===== src/rtl/priority_encoder_seq_if.sv =====
`default_nettype none
// ============================================================================
// Module      : priority_encoder_seq_if
// Description : Request/issue bundle for priority_encoder_seq.
// Revision    : 1.0
// ============================================================================
interface priority_encoder_seq_if #(
    parameter int N     = 8,
    parameter int IDX_W = 3
) ();
    logic [N-1:0]     req;
    logic             flush;
    logic             out_ready;
    logic             out_valid;
    logic [IDX_W-1:0] out_idx;
    logic             out_ovf;

    modport master (
        output req,
        output flush,
        output out_ready,
        input  out_valid,
        input  out_idx,
        input  out_ovf
    );

    modport slave (
        input  req,
        input  flush,
        input  out_ready,
        output out_valid,
        output out_idx,
        output out_ovf
    );
endinterface
`default_nettype wire


===== src/rtl/priority_encoder_seq.sv =====
`default_nettype none
// ============================================================================
// Module      : priority_encoder_seq
// Description : Pending-request store with a one-entry issue slot; fixed
//               priority, or round-robin when PRIORITY_ENCODER_SEQ_RR_EN is set.
// Revision    : 1.0
// ============================================================================
module priority_encoder_seq #(
    parameter int N     = 8,
    parameter int IDX_W = 3
) (
    input  wire logic                   clk,
    input  wire logic                   rst_n,
    priority_encoder_seq_if.slave       bus
);

    generate
        if ((N < 2) || (IDX_W != $clog2(N))) begin : g_param_check
            $error("priority_encoder_seq: N must be >= 2 and IDX_W == clog2(N)");
        end
    endgenerate

    logic [N-1:0]     r_pend;
    logic             r_valid;
    logic [IDX_W-1:0] r_idx;
    logic             r_ovf;

    logic [N-1:0]     w_eff;
    logic             w_load;
    logic             w_found;
    logic [IDX_W-1:0] w_sel;
    logic [N-1:0]     w_sel_oh;
    logic             w_merge;

    assign w_eff   = r_pend | bus.req;
    assign w_load  = !r_valid || bus.out_ready;
    assign w_merge = |(bus.req & r_pend);

`ifdef PRIORITY_ENCODER_SEQ_RR_EN
    logic [IDX_W-1:0] r_ptr;

    // Search begins one below the last winner and walks downward with wrap.
    always_comb begin
        int               v_start;
        int               v_calc;
        logic [IDX_W-1:0] v_pos;
        w_found  = 1'b0;
        w_sel    = '0;
        w_sel_oh = '0;
        v_start  = (r_ptr == '0) ? (N - 1) : (int'(r_ptr) - 1);
        v_calc   = 0;
        v_pos    = '0;
        for (int k = 0; k < N; k++) begin
            v_calc = v_start - k;
            if (v_calc < 0) begin
                v_calc = v_calc + N;
            end
            v_pos = IDX_W'(v_calc);
            if (!w_found && w_eff[v_pos]) begin
                w_found         = 1'b1;
                w_sel           = v_pos;
                w_sel_oh[v_pos] = 1'b1;
            end
        end
    end

    always_ff @(posedge clk) begin
        if (!rst_n) begin
            r_ptr <= '0;
        end else if (!bus.flush && w_load && w_found) begin
            r_ptr <= w_sel;
        end
    end
`else
    always_comb begin
        w_found  = 1'b0;
        w_sel    = '0;
        w_sel_oh = '0;
        for (int k = N - 1; k >= 0; k--) begin
            if (!w_found && w_eff[k]) begin
                w_found     = 1'b1;
                w_sel       = k[IDX_W-1:0];
                w_sel_oh[k] = 1'b1;
            end
        end
    end
`endif

    // While the slot is stalled, new requests (including the held line) accumulate in r_pend.
    always_ff @(posedge clk) begin
        if (!rst_n) begin
            r_pend  <= '0;
            r_valid <= 1'b0;
            r_idx   <= '0;
            r_ovf   <= 1'b0;
        end else if (bus.flush) begin
            r_pend  <= '0;
            r_valid <= 1'b0;
            r_ovf   <= 1'b0;
        end else begin
            r_ovf <= w_merge;
            if (w_load) begin
                if (w_found) begin
                    r_valid <= 1'b1;
                    r_idx   <= w_sel;
                    r_pend  <= w_eff & ~w_sel_oh;
                end else begin
                    r_valid <= 1'b0;
                    r_pend  <= '0;
                end
            end else begin
                r_pend <= w_eff;
            end
        end
    end

    assign bus.out_valid = r_valid;
    assign bus.out_idx   = r_idx;
    assign bus.out_ovf   = r_ovf;

endmodule
`default_nettype wire


===== src/flat_wrapper.sv =====
// flat-port wrapper written by rule: the top's interface ports become plain ports
module priority_encoder_seq_flat 
#(
    parameter int N     = 8,
    parameter int IDX_W = 3
)
  (clk, rst_n, bus_req, bus_flush, bus_out_ready, bus_out_valid, bus_out_idx, bus_out_ovf);
  priority_encoder_seq_if #(.N(N), .IDX_W(IDX_W)) bus_i ();
  input  wire logic clk;
  input  wire logic rst_n;
  input wire logic [$bits(bus_i.req)-1:0] bus_req;
  input wire logic [$bits(bus_i.flush)-1:0] bus_flush;
  input wire logic [$bits(bus_i.out_ready)-1:0] bus_out_ready;
  output wire logic [$bits(bus_i.out_valid)-1:0] bus_out_valid;
  output wire logic [$bits(bus_i.out_idx)-1:0] bus_out_idx;
  output wire logic [$bits(bus_i.out_ovf)-1:0] bus_out_ovf;
  assign bus_i.req = bus_req;
  assign bus_i.flush = bus_flush;
  assign bus_i.out_ready = bus_out_ready;
  assign bus_out_valid = bus_i.out_valid;
  assign bus_out_idx = bus_i.out_idx;
  assign bus_out_ovf = bus_i.out_ovf;
  priority_encoder_seq #(.N(N), .IDX_W(IDX_W)) u_core (.clk(clk), .rst_n(rst_n), .bus(bus_i));
endmodule

===== config.mk =====
export PLATFORM = sky130hd
export DESIGN_NAME = priority_encoder_seq_flat
export DESIGN_NICKNAME = d
export VERILOG_FILES = /design/src/rtl/priority_encoder_seq_if.sv /design/src/rtl/priority_encoder_seq.sv /design/src/flat_wrapper.sv
export SDC_FILE = /design/constraint.sdc
export NUM_CORES = 1
export LEC_CHECK = 0
export ABC_CLOCK_PERIOD_IN_PS = 2300
export BUFFER_PORTS_ARGS = -buffer_cell sky130_fd_sc_hd__buf_4
export CAP_MARGIN = 20
export CORE_UTILIZATION = 45
export DETAILED_ROUTE_END_ITERATION = 6
export PLACE_DENSITY = 0.71
export SYNTH_ARGS = -nofsm -noshare
export SYNTH_HDL_FRONTEND = slang
export SYNTH_SLANG_ARGS = --single-unit

===== constraint.sdc =====
create_clock -name clk -period 2.3 [get_ports clk]
set_clock_uncertainty 0.1 [all_clocks]
set_input_delay 0 -clock clk [delete_from_list [all_inputs] [get_ports clk]]
set_output_delay 0 -clock clk [all_outputs]
set_load 0.05 [all_outputs]

# Word level (Yosys, flattened, before mapping)
# Index checks and enable logic that the tools add are counted.
# op_classes
n_addsub	0
mul	0
n_div	0
n_lt_le_gt_ge	0
eq_ne	0
shifts	0
muxes	26
n_bitwise	6
n_reduce_logical	19
# op_table
operator	count
3-bit 2-to-1 mux	8
8-bit AND	2
1-bit 2-to-1 mux	16
8-bit 2-to-1 mux	2
1-bit logical NOT	8
8-bit NOT	1
8-bit bitwise OR	1
8-bit OR reduction	1
1-bit logical AND	7
3-bit AND reduction	1
1-bit NOT	2
2-bit OR reduction	1
1-bit logical OR	1
# word_totals
reg_bits	13
latchBits	0
ram_bits	0
rom_bits	0
inputBits	12
output_inout_bits	5
wordCells	55
memories	0

# Longest topological paths before layout
# Gate-level depths: netlist (run 1).
# depth
depth_word	27
mapped_depth	4
depth_no_buf	4

# Least setup slack after synthesis (run 1)
# Ideal clock, no wire load.
# synth_path
kind	register to register
start	reg u_core.r_valid, in the netlist u_core.bus.out_valid
end	reg u_core.r_idx[0], in the netlist u_core.bus.out_idx[0]
setup_ps	79
t_arrival_ps	1263
t_required_ps	2121
setup_slack_ps	858
path_stages_with_launch	5
path_buffers	0
period_less_slack_ps	1442
cell_sequence	dfxtp_1 > nand2b_1 > and2_1 > and2_4 > a211oi_2
# synth_between
elab_chain_cells	3
# synth_lines
element	line	rtl
start, declared	priority_encoder_seq.sv:24	logic r_valid;
start signal, assigned	priority_encoder_seq.sv:93	r_valid <= 1'b0;
start signal, assigned	priority_encoder_seq.sv:98	r_valid <= 1'b0;
start signal, assigned	priority_encoder_seq.sv:104	r_valid <= 1'b1;
1-bit logical NOT	priority_encoder_seq.sv:36	assign w_load = !r_valid || bus.out_ready;
1-bit logical OR	priority_encoder_seq.sv:36	
3-bit AND reduction (no line)	--	
end signal, assigned	priority_encoder_seq.sv:105	r_idx <= w_sel;
end, declared	priority_encoder_seq.sv:25	logic [IDX_W-1:0] r_idx;
# Every way passes these cells.
# A chain may end at the register's enable or synchronous reset.

# Worst setup path after layout (run 1)
# layout_path
start	in bus_req[5]
end	reg u_core.r_idx[1], in the netlist u_core.bus.out_idx[1]
# layout_between
elab_chain_cells	19
elab_cells_between_ends	25
cone_classes	12 x mux; 1 x bitwise; 12 x reduce/logical
# layout_lines
element	line	rtl
start, declared	flat_wrapper.sv:11	input wire logic [$bits(bus_i.req)-1:0] bus_req;
8-bit bitwise OR *	priority_encoder_seq.sv:35	assign w_eff = r_pend | bus.req;
1-bit logical AND *	priority_encoder_seq.sv:80	if (!w_found && w_eff[k]) begin
1-bit 2-to-1 mux	priority_encoder_seq.sv:80	
1-bit logical NOT	priority_encoder_seq.sv:80	
1-bit logical AND	priority_encoder_seq.sv:80	
1-bit 2-to-1 mux	priority_encoder_seq.sv:80	
1-bit logical NOT	priority_encoder_seq.sv:80	
1-bit logical AND	priority_encoder_seq.sv:80	
(+3 left out)	--	
1-bit 2-to-1 mux	priority_encoder_seq.sv:80	
1-bit logical NOT	priority_encoder_seq.sv:80	
1-bit logical AND	priority_encoder_seq.sv:80	
1-bit 2-to-1 mux	priority_encoder_seq.sv:80	
1-bit logical NOT	priority_encoder_seq.sv:80	
1-bit logical AND	priority_encoder_seq.sv:80	
1-bit 2-to-1 mux	priority_encoder_seq.sv:80	
3-bit AND reduction (no line)	--	
# Every way passes the cells marked *; elsewhere a longest branch is shown, timed or not.

==> results of run 1 <==
[routing by layer]
| metal | share of wire [%] | wire (µm) | GRT usage, % | vias up |
|---|---|---|---|---|
| met5 | 0 | 0 | 0 | - |
| met4 | 0.57 | 8 | 8.929 | 0 |
| met3 | 6.2 | 88 | 13.95 | 2 |
| met2 | 47 | 662 | 34.32 | 18 |
| met1 | 46 | 649 | 28.00 | 284 |
| li1 | - | - | - | 310 |
[final cells by class]
type | instances | area [µm²]
timing repair buffer | 30 | 260.3
fill | 78 | 265.3
clock buffer | 4 | 26.28
inverter | 2 | 7.507
tap | 14 | 17.52
multi-input combinational | 49 | 319.1
sequential | 13 | 260.3
[layout by cell type, fill, tap and decap left out, types with 2 or more instances in the layout]
cell type,count
inv_1,2
nor3_1,5
clkbuf_4,3
dlygate4sd3_1,14
dfxtp_1,13
buf_4,16
o31ai_1,2
a211oi_1,3
nor4_2,2
nor2_1,9
a31oi_1,2
a22oi_1,2
nand2_1,6
a21oi_1,3
[report_power, final]
part | internal, mW | switching (mW)
clock network | 0.0675 | 0.0782
registers | 0.237 | 0.00945
logic | 0.0550 | 0.0649
total | 0.360 | 0.153
[synth_stat cells, drive strengths merged]
library cell   n
nand2b         1
nor4           4
o31ai          2
nand2          6
o21ai          2
a22o           1
a22oi          2
nand4          1
and2           2
dfxtp         13
a211oi         4
a31oi          2
a21oi          3
nor3b          1
inv            2
nor2           9
a311oi         1
nor3           6
nand3          1
a221oi         1
[sequential cells by signal, indices dropped and copies added, names as in the netlist]
name and count:
u_core.bus.out_ovf 1, u_core.bus.out_idx 3, u_core.bus.out_valid 1, u_core.r_pend 8
[cell families (layout without fill, tap and decap cells)]
| family | count (synthesis) | in the layout | synth area share (%) |
|---|---|---|---|
| AO/OA/AOI/OAI | 18 | 18 | 21.96 |
| flip-flops | 13 | 13 | 44.35 |
| AND/OR/NAND/NOR | 31 | 31 | 32.41 |
| buffers and inverters | 2 | 36 | 1.280 |
[through the flow]
stage	instances	area (µm²)	utilization (%)	power, mW
finish	112	890.9	77.06	0.5124
global route	112	890.9	77.06	0.5325
CTS	112	890.9	77.06	0.5156
detailed placement	94	724.4	62.66	0.3534
global placement	94	724.4	62.66	0.3527
floorplan	64	586.8	-	0.3128
[timing repair]
action,4_1_cts,5_1_grt
hold buffers,14,0
gates resized for setup,0,0
setup endpoints to repair,0,0
hold endpoints to repair,12,0
[path summary, 6_finish.rpt]
| path | slack (ns) | endpoint | cells after the start |
|---|---|---|---|
| worst min register to register | 0.35 | u_core.bus.out_idx[2]$_SDFFE_PN0P_ | 2 |
| worst max-delay path | 0.42 | u_core.bus.out_idx[1]$_SDFFE_PN0P_ | 6 |
| worst min-delay path | 0.11 | u_core.bus.out_idx[0]$_SDFFE_PN0P_ | 5 |
| worst max register to register | 0.44 | u_core.bus.out_idx[1]$_SDFFE_PN0P_ | 4 |
[critical path, stage by stage]
cell           delay, ns
dlygate4sd3_1       0.54
buf_4               0.15
nor4_4              0.35
dlygate4sd3_1       0.60
o21ai_0             0.09
a311oi_1            0.26
==> summary.md, run 1 <==
| Metric | Value |
|---|---|
| CTS clk-pin slew, worst paths | roughly 0.08 ns |
| Die ar. | 1452 µm² |
| Final Cycle Share | just over 80% |
| Mapped cell area | just under 600 µm² |
| Vias in the first global route | 558 |
| Critical path class | input pin to flip-flop |
| Post-synthesis net count | 76 |
| Synthesized instance count | between 60 and 70 |
| Crit path arrival time | slightly below 2 ns |
| CP endpoint kind | flip-flop |
| Routed via count | between 600 and 700 |
| Run status | complete, no violations |
| Clk Latency, worst-skew pair | about 0.29 ns |
| Synthesis-stage register bit count | 13 |
| Mean area per synthesized cell | around 9.2 µm² |
| Hold Path Class | input pin to flip-flop |
| Top cells by area, synth | dfxtp_1, nor2_1, nor3_1 |
| Drt initial violations | 13 |
| Post-synth top area share | between 40% and 50% |
| Final setup violation count | 0 |
| RSZ-0062 raised after global routing | false |
| CTS tree | done |
| Hold WS | approximately 0.11 ns |
| First-pass GRT wire length | around 2300 µm |
| YS warnings | 0 |
| Max-Cap Viols | 0 |
| Initial Utilization | between 50% and 60% |
| Fin. Hold Viols | 0 |
| Worst R2R Start | u_core.r_pend[5]$_SDFF_PP0_ |
| Post-route minimum period | roughly 1.9 ns |
| Postcts setup bufs | 0 |
| Routability cong. | 0.8673 |
| Num rows | 12 |
| Startpoint Class | input pin |
| Register area share after synthesis | between 40% and 50% |
| # IOs | 17 |
| CTS sink count | 13 |
| Setup ws final | ~0.42 ns |
| CTS Root Cell | clkbuf_4 |
| CTS buffer count | 3 |
| Fraction of layout cells with a size suffix above 1 | between 20% and 30% |
| Final Max Tran Viols | 0 |
| DRT Wirelength | about 1400 µm |
| Total Routing Usage GR | 23.56% |
| Largest net degree at the start of global routing | 11 |
| WL/cell | between 10 and 15 µm |
| Die Wd | around 38 µm |
| Req. time, crit path | about 2.4 ns |
| Largest area contributor in the netlist | dfxtp_1 |
| Port bufs | 16 |
| HPWL Detailed | approximately 1000 µm |
| Pleak | roughly 0.36 nW |
| PwrDens | 575.1 nW/µm² |
| Post-route ant nets | 0 |
| Final setup TNS | 0 ns |
| Diodes inserted | 0 |
| Total grt overflow | 0 |
| Crit-path max FO | 5 |
| Area growth syn-to-layout | 51.81% |
| H-tree depth | 1 |
| Number of antenna violations at the first check in global routing | 0 |
| Relative slew slack | 73.06% |
| First-pass detailed-route iteration total | 6 |
| Max clock buf depth | 2 |
| Hold path start | bus_req[7] |
| Worst Max-Slew Pin Slew | about 0.4 ns |
| Dpl ws | ~0.9 ns |
| Max Clk Rate | ~530 MHz |
| Core Box Area | approximately 1200 µm² |
| # DRC | 0 |
| Die Span Y | about 38 µm |
| Nets | roughly 110 |
| Max VDD drop | between 0.0003 and 0.0004 V |
| Vias/cell | about 5.5 |
| Yosys cell types | 26 |
| Crit path launch | bus_req[5] |
No activity file was read; power rests on OpenSTA's default activity.
==> inputs of run 2 (changes only) <==
--- a/config.mk
+++ b/config.mk
@@ -5,10 +5,10 @@
 export SDC_FILE = /design/constraint.sdc
 export NUM_CORES = 1
 export LEC_CHECK = 0
-export ABC_CLOCK_PERIOD_IN_PS = 2300
+export ABC_CLOCK_PERIOD_IN_PS = 1640
 export BUFFER_PORTS_ARGS = -buffer_cell sky130_fd_sc_hd__buf_4
 export CAP_MARGIN = 20
-export CORE_UTILIZATION = 45
+export CORE_UTILIZATION = 43
 export DETAILED_ROUTE_END_ITERATION = 6
 export PLACE_DENSITY = 0.71
 export SYNTH_ARGS = -nofsm -noshare
==> constraint.sdc (replaced) <==
create_clock -name clk -period 1.64 [get_ports clk]
set_clock_uncertainty 0.1 [all_clocks]
set_input_delay 0 -clock clk [delete_from_list [all_inputs] [get_ports clk]]
set_output_delay 0 -clock clk [all_outputs]
set_load 0.05 [all_outputs]
==> summary.md, run 2 (same netlist as run 1, synthesis figures left out) <==
| Metric | Value |
|---|---|
| DRT Wirelength | 1426 µm (+1.2%) |
| Vias/cell | 5.596 (+2.1%) |
| Final setup TNS | 0 ns (unchanged) |
| FF-to-FF path depth | 4 (unchanged) |
| Req. time, crit path | 1.74 ns (-0.66 ns) |
| Number of antenna violations at the first check in global routing | 0 (unchanged) |
| Crit path arrival time | 1.66 ns (-0.32 ns) |
| Die Span Y | 38.94 µm (+2.2%) |
| Routability cong. | 0.8269 (-4.7%) |
| Slowest stage delay, CP | 0.54 ns (-0.06 ns) |
| Clk Latency, worst-skew pair | 0.28 ns (about the same) |
| Critical path class | input pin to flip-flop |
| RR Endpoint | u_core.bus.out_idx[0]$_SDFFE_PN0P_ |
| Pleak | 0.3493 nW (-4.0%) |
| Fraction of layout cells with a size suffix above 1 | 28.42% (+1.9 points) |
| CTS buffer count | 3 (unchanged) |
| First-pass detailed-route iteration total | 4 (-2) |
| CTS sink count | 13 (unchanged) |
| HPWL Detailed | 967.1 µm (-2.7%) |
| WL/cell | 13.08 µm (+4.0%) |
| Port bufs | 16 (unchanged) |
| Commonest non-fill, non-tap cell in the layout | buf_4 |
| CP max-delay cell | dlygate4sd3_1 |
| Crit-path max FO | 3 (-2) |
| Max-Cap Viols | 0 (unchanged) |
| Hold path start | bus_req[5] |
| Hold depth | 3 (-2) |
| H-tree depth | 1 (unchanged) |
| CTS Root Cell | clkbuf_4 |
| Diodes inserted | 0 (unchanged) |
| Final setup violation count | 0 (unchanged) |
| Post-route minimum period | between 1.5 and 2 ns |
| Most frequent cells in the layout | buf_4, dfxtp_1, dlygate4sd3_1 |
| PnR Total Power | 709.4 µW (+38%) |
| Hold Path Class | input pin to flip-flop |
| Largest register FFs | 8 (unchanged) |
| Worst path cell trace | dlygate4sd3_1 > buf_4 > nor4_2 > nand4_2 > and2_4 > a211oi_2 |
| Final Cycle Share | 94.86% |
| Largest reg by FF count | u_core.r_pend |
| Hold WS | 0.004046 ns (-0.1081 ns) |
| Max clock buf depth | 2 (unchanged) |
| Post-route ant nets | 0 (unchanged) |
| # DRC | 0 (unchanged) |
| Run status | complete, no violations |
| Worst Max-Slew Pin Slew | 0.3893 ns (-0.01180 ns) |
| Dpl ws | 0.2063 ns (-0.6956 ns) |
| First-pass GRT wire length | 2104 µm (-7.3%) |
| Worst R2R Start | u_core.r_pend[5]$_SDFF_PP0_ |
| Initial Utilization | 49.47% (-1.3 points) |
| Vias in the first global route | 514 (-7.9%) |
| Hold Path End | u_core.bus.out_ovf$_SDFF_PP0_ |
| Relative slew slack | 73.81% (+0.75 points) |
| Nets | 108 (-2.7%) |
| Die ar. | 1516 µm² (+4.4%) |
| CTS tree | done |
| Final Max Tran Viols | 0 (unchanged) |
| Routed via count | 610 (-0.65%) |
| CP endpoint kind | flip-flop |
| Drt initial violations | 19 (+6) |
| CTS clk-pin slew, worst paths | 0.08 ns (about the same) |
| Core Box Area | 1186 µm² (+2.6%) |
| PwrDens | 821.7 nW/µm² (+43%) |
| Die Wd | 38.94 µm (+2.2%) |
| FF-to-FF setup slack | 0.16 ns (-0.28 ns) |
| Total grt overflow | 0 (unchanged) |
| Area growth syn-to-layout | 47.12% |
| Largest net degree at the start of global routing | 11 (unchanged) |
| # IOs | 17 (unchanged) |
| Core Util, Final | 72.78% (-4.3 points) |
| Startpoint Class | input pin |
| RSZ-0062 raised after global routing | false |
| Total Routing Usage GR | 22.13% (-1.4 points) |
| Fin. Hold Viols | 0 (unchanged) |
| Max VDD drop | 0.0005636 V (+55%) |
| Setup ws final | 0.08422 ns (-0.3342 ns) |
| Num rows | 12 (unchanged) |
| Max Clk Rate | 642.8 MHz |
-- run 2: changes by cell type in the layout (fill, tap and decap cells not counted) --
cell           change
nand2_2            +1
nand2_1            -1
dlygate4sd3_1      -3
-- run 2: routing by layer --
metal | wire, µm | vias to the layer above | GRT usage (%)
met5 | 0 | - | 0
met4 | 12 | 0 | 7.759
met3 | 75 | 4 | 10.40
met2 | 685 | 19 | 36.25
met1 | 652 | 279 | 24.74
li1 | - | 308 | -
-- run 2: critical path, delay by kind of cell --
kind	cells	cell delay [ns]
AND/OR/NAND/NOR	3	0.78
buffers and inverters	2	0.69
AO/OA/AOI/OAI	1	0.19
-- run 2: what timing repair did --
action                                  4_1_cts  5_1_grt
buffers inserted                              0        0
endpoints found under the setup margin        0        1
hold buffers                                 11        0
resized for setup                             0        1
endpoints found under the hold margin        12        0
-- run 2: metrics by stage --
stage	area (µm²)	std cells
finish	863.3	109
CTS	860.8	109
global placement	724.4	94
detailed placement	724.4	94
floorplan	586.8	64
global route	863.3	109
-- run 2: worst max-delay path by stage --
stage / from / endpoint / slack, ns / cells after the start
6_report: bus_req[1] / u_core.bus.out_idx[0]$_SDFFE_PN0P_ / 0.08 / 6
5_1_grt: bus_req[1] / u_core.bus.out_idx[0]$_SDFFE_PN0P_ / 0.03 / 6
4_1_cts: bus_flush / u_core.r_pend[7]$_SDFF_PP0_ / 0.06 / 6
3_5_place_dp: u_core.r_pend[5]$_SDFF_PP0_ / u_core.r_pend[0]$_SDFF_PP0_ / 0.21 / 4
3_3_place_gp: u_core.r_pend[1]$_SDFF_PP0_ / u_core.bus.out_idx[0]$_SDFFE_PN0P_ / 0.24 / 4
2_1_floorplan: u_core.bus.out_valid$_SDFFE_PP0N_ / u_core.bus.out_idx[0]$_SDFFE_PN0P_ / 0.20 / 4
-- run 2: power by group --
group / switching (mW) / internal, mW
Clock: 0.105 / 0.0945
Combinational: 0.0915 / 0.0723
Sequential: 0.0132 / 0.333
-- run 2: final cells by class --
type,instances,area (µm²)
tap,14,17.52
fill,92,322.8
inverter,2,7.507
multi-input combinational,49,321.6
clock buffer,4,26.28
sequential,13,260.3
timing repair buffer,27,230.2
==> inputs of run 3 (changes only) <==
--- a/config.mk
+++ b/config.mk
@@ -5,12 +5,11 @@
 export SDC_FILE = /design/constraint.sdc
 export NUM_CORES = 1
 export LEC_CHECK = 0
-export ABC_CLOCK_PERIOD_IN_PS = 1640
+export ABC_CLOCK_PERIOD_IN_PS = 1550
 export BUFFER_PORTS_ARGS = -buffer_cell sky130_fd_sc_hd__buf_4
 export CAP_MARGIN = 20
-export CORE_UTILIZATION = 43
+export CORE_UTILIZATION = 35
 export DETAILED_ROUTE_END_ITERATION = 6
-export PLACE_DENSITY = 0.71
 export SYNTH_ARGS = -nofsm -noshare
 export SYNTH_HDL_FRONTEND = slang
 export SYNTH_SLANG_ARGS = --single-unit
==> constraint.sdc (replaced) <==
create_clock -name clk -period 1.55 [get_ports clk]
set_clock_uncertainty 0.1 [all_clocks]
set_input_delay 0 -clock clk [delete_from_list [all_inputs] [get_ports clk]]
set_output_delay 0 -clock clk [all_outputs]
set_load 0.05 [all_outputs]
==> summary.md, run 3 (same netlist as run 1, synthesis figures left out) <==
| Metric | Value |
|---|---|
| Postcts setup bufs | 0 (unchanged) |
| Worst Max-Slew Pin Slew | 0.3771 ns (-0.01217 ns) |
| Final setup TNS | 0 ns (unchanged) |
| Drt initial violations | 25 (+6) |
| Vias in the first global route | 530 (+3.1%) |
| PnR Total Power | 757.7 µW (+6.8%) |
| Die Span Y | 42.95 µm (+10%) |
| RSZ-0062 raised after global routing | true |
| Die Wd | 42.95 µm (+10%) |
| Crit-path max FO | 5 (+2) |
| Largest register FFs | 8 (unchanged) |
| Fraction of layout cells with a size suffix above 1 | 28.42% (unchanged) |
| Vias/cell | 5.369 (-4.1%) |
| Busiest grt layer | met2 |
| Total grt overflow | 0 (unchanged) |
| Switch share | 29.88% (+0.32 points) |
| Max Clk Rate | around 670 MHz |
| Max-Cap Viols | 0 (unchanged) |
| Fin. Hold Viols | 0 (unchanged) |
| Crit path arrival time | 1.59 ns (-0.07 ns) |
| Port bufs | 16 (unchanged) |
| P_int | 531.3 µW (+6.3%) |
| Largest reg by FF count | u_core.r_pend |
| M3 GR Usage | 6.383% (-4.0 points) |
| Relative slew slack | 74.63% (+0.82 points) |
| Commonest non-fill, non-tap cell in the layout | buf_4 |
| DRT Wirelength | 1423 µm (-0.21%) |
| Post-route ant nets | 0 (unchanged) |
| Max clock buf depth | 2 (unchanged) |
| Largest net degree at the start of global routing | 11 (unchanged) |
| CTS Root Cell | clkbuf_4 |
| Slowest stage delay, CP | 0.54 ns (about the same) |
| Final setup violation count | 0 (unchanged) |
| Area growth syn-to-layout | 50.11% |
| Routed via count | 596 (-2.3%) |
| Final Max Tran Viols | 0 (unchanged) |
| Grt met2 use | 27.88% (-8.4 points) |
| Comb power frac | 23.4% (+0.3 points) |
| CP max-delay cell | dlygate4sd3_1 |
| Startpoint Class | input pin |
| CTS clk-pin slew, worst paths | 0.07 ns (about the same) |
| Core Box Area | 1541 µm² (+30%) |
| Fillers | 149 (+62%) |
| WL/cell | 12.82 µm (-2.0%) |
| Clk Latency, worst-skew pair | 0.28 ns (about the same) |
| Pleak | 0.3554 nW (+1.8%) |
| Total Routing Usage GR | 17.15% (-5.0 points) |
| Nets | 108 (unchanged) |
| # IOs | 17 (unchanged) |
| Run status | complete, no violations |
| Post-route minimum period | about 1.5 ns |
| GR Layer Usage met1 | 20.89% (-3.9 points) |
| Core Util, Final | 57.14% (-16 points) |
| CP endpoint kind | flip-flop |
| HPWL Detailed | 1025 µm (+6.0%) |
| # DRC | 0 (unchanged) |
| Num rows | 14 (+2) |
| Placed Area | 726.9 µm² (+0.35%) |
| First-pass detailed-route iteration total | 3 (-1) |
| PwrDens | 860.2 nW/µm² (+4.7%) |
| H-tree depth | 1 (unchanged) |
| Clock share of power | 28.1% (about the same) |
| Die ar. | 1844 µm² (+22%) |
| Critical path class | input pin to flip-flop |
| Number of antenna violations at the first check in global routing | 0 (unchanged) |
| Req. time, crit path | 1.66 ns (-0.08 ns) |
| Worst path cell trace | dlygate4sd3_1 > buf_4 > nor4_4 > nand4_2 > and2_4 > a211oi_2 |
| Hold Path Class | flip-flop to flip-flop |
| CTS buffer count | 3 (unchanged) |
| Max VDD drop | 0.0005798 V (+2.9%) |
| Reg power frac | 48.6% (-0.2 points) |
| CTS tree | done |
| Final instance area | 880.8 µm² (+2.0%) |
| Routability cong. | 0.8524 (+3.1%) |
| Final Cycle Share | between 90% and 100% |
| CTS sink count | 13 (unchanged) |
| Most frequent cells in the layout | buf_4, dfxtp_1, dlygate4sd3_1 |
| Diodes inserted | 0 (unchanged) |
| First-pass GRT wire length | 2297 µm (+9.2%) |
| Hold WS | 0.3640 ns (+0.3600 ns) |
| Initial Utilization | 38.07% (-11 points) |
| NetSw | 226.4 µW (+8.0%) |
==> run 3: final timing paths <==
path         depth (start not counted)                                  to  slack [ns]                          startpoint
min reg2reg                          2  u_core.bus.out_idx[2]$_SDFFE_PN0P_        0.36  u_core.bus.out_idx[2]$_SDFFE_PN0P_
min                                  2  u_core.bus.out_idx[2]$_SDFFE_PN0P_        0.36  u_core.bus.out_idx[2]$_SDFFE_PN0P_
max                                  6  u_core.bus.out_idx[0]$_SDFFE_PN0P_        0.07                          bus_req[4]
max reg2reg                          4  u_core.bus.out_idx[0]$_SDFFE_PN0P_        0.09         u_core.r_pend[5]$_SDFF_PP0_
==> run 3: through the flow <==
step	instances	setup WS [ns]
finish	111	0.06555
global route	111	0.002352
CTS	111	0.06268
detailed placement	96	0.09665
global placement	96	0.07805
floorplan	64	0.1079
==> run 3: metal layers <==
| layer | vias up | wire length [µm] |
|---|---|---|
| met4 | 0 | 13 |
| met1 | 278 | 672 |
| met3 | 2 | 62 |
| met2 | 11 | 675 |
| met5 | - | 0 |
| li1 | 305 | - |
==> run 3: final cells by class <==
type / count / area [µm²] / share of cell area (%)
Inverter: 2 / 7.507 / 0.8523
Clock buffer: 4 / 26.28 / 2.983
Sequential cell: 13 / 260.3 / 29.55
Multi-Input combinational cell: 49 / 336.6 / 38.21
Tap cell: 16 / 20.02 / 2.273
Timing Repair Buffer: 27 / 230.2 / 26.14
==> run 3: power groups by stage <==
stage / Combinational, mW / Sequential (mW) / Clock (mW)
finish: 0.177 / 0.368 / 0.213
global route: 0.192 / 0.370 / 0.238
CTS: 0.172 / 0.367 / 0.220
detailed placement: 0.150 / 0.374 / 0
global placement: 0.150 / 0.374 / 0
floorplan: 0.0591 / 0.405 / 0
==> run 3: critical path, delay by kind of cell <==
| family | cells | cell delay (ns) |
|---|---|---|
| AO/OA/AOI/OAI | 1 | 0.16 |
| buffers and inverters | 2 | 0.69 |
| AND/OR/NAND/NOR | 3 | 0.74 |
==> run 3: repair_timing <==
item / 4_1_cts / 5_1_grt
resized for setup: 0 / 3
hold endpoints to repair: 12 / 0
setup endpoints to repair: 0 / 5
hold buffers: 11 / 0
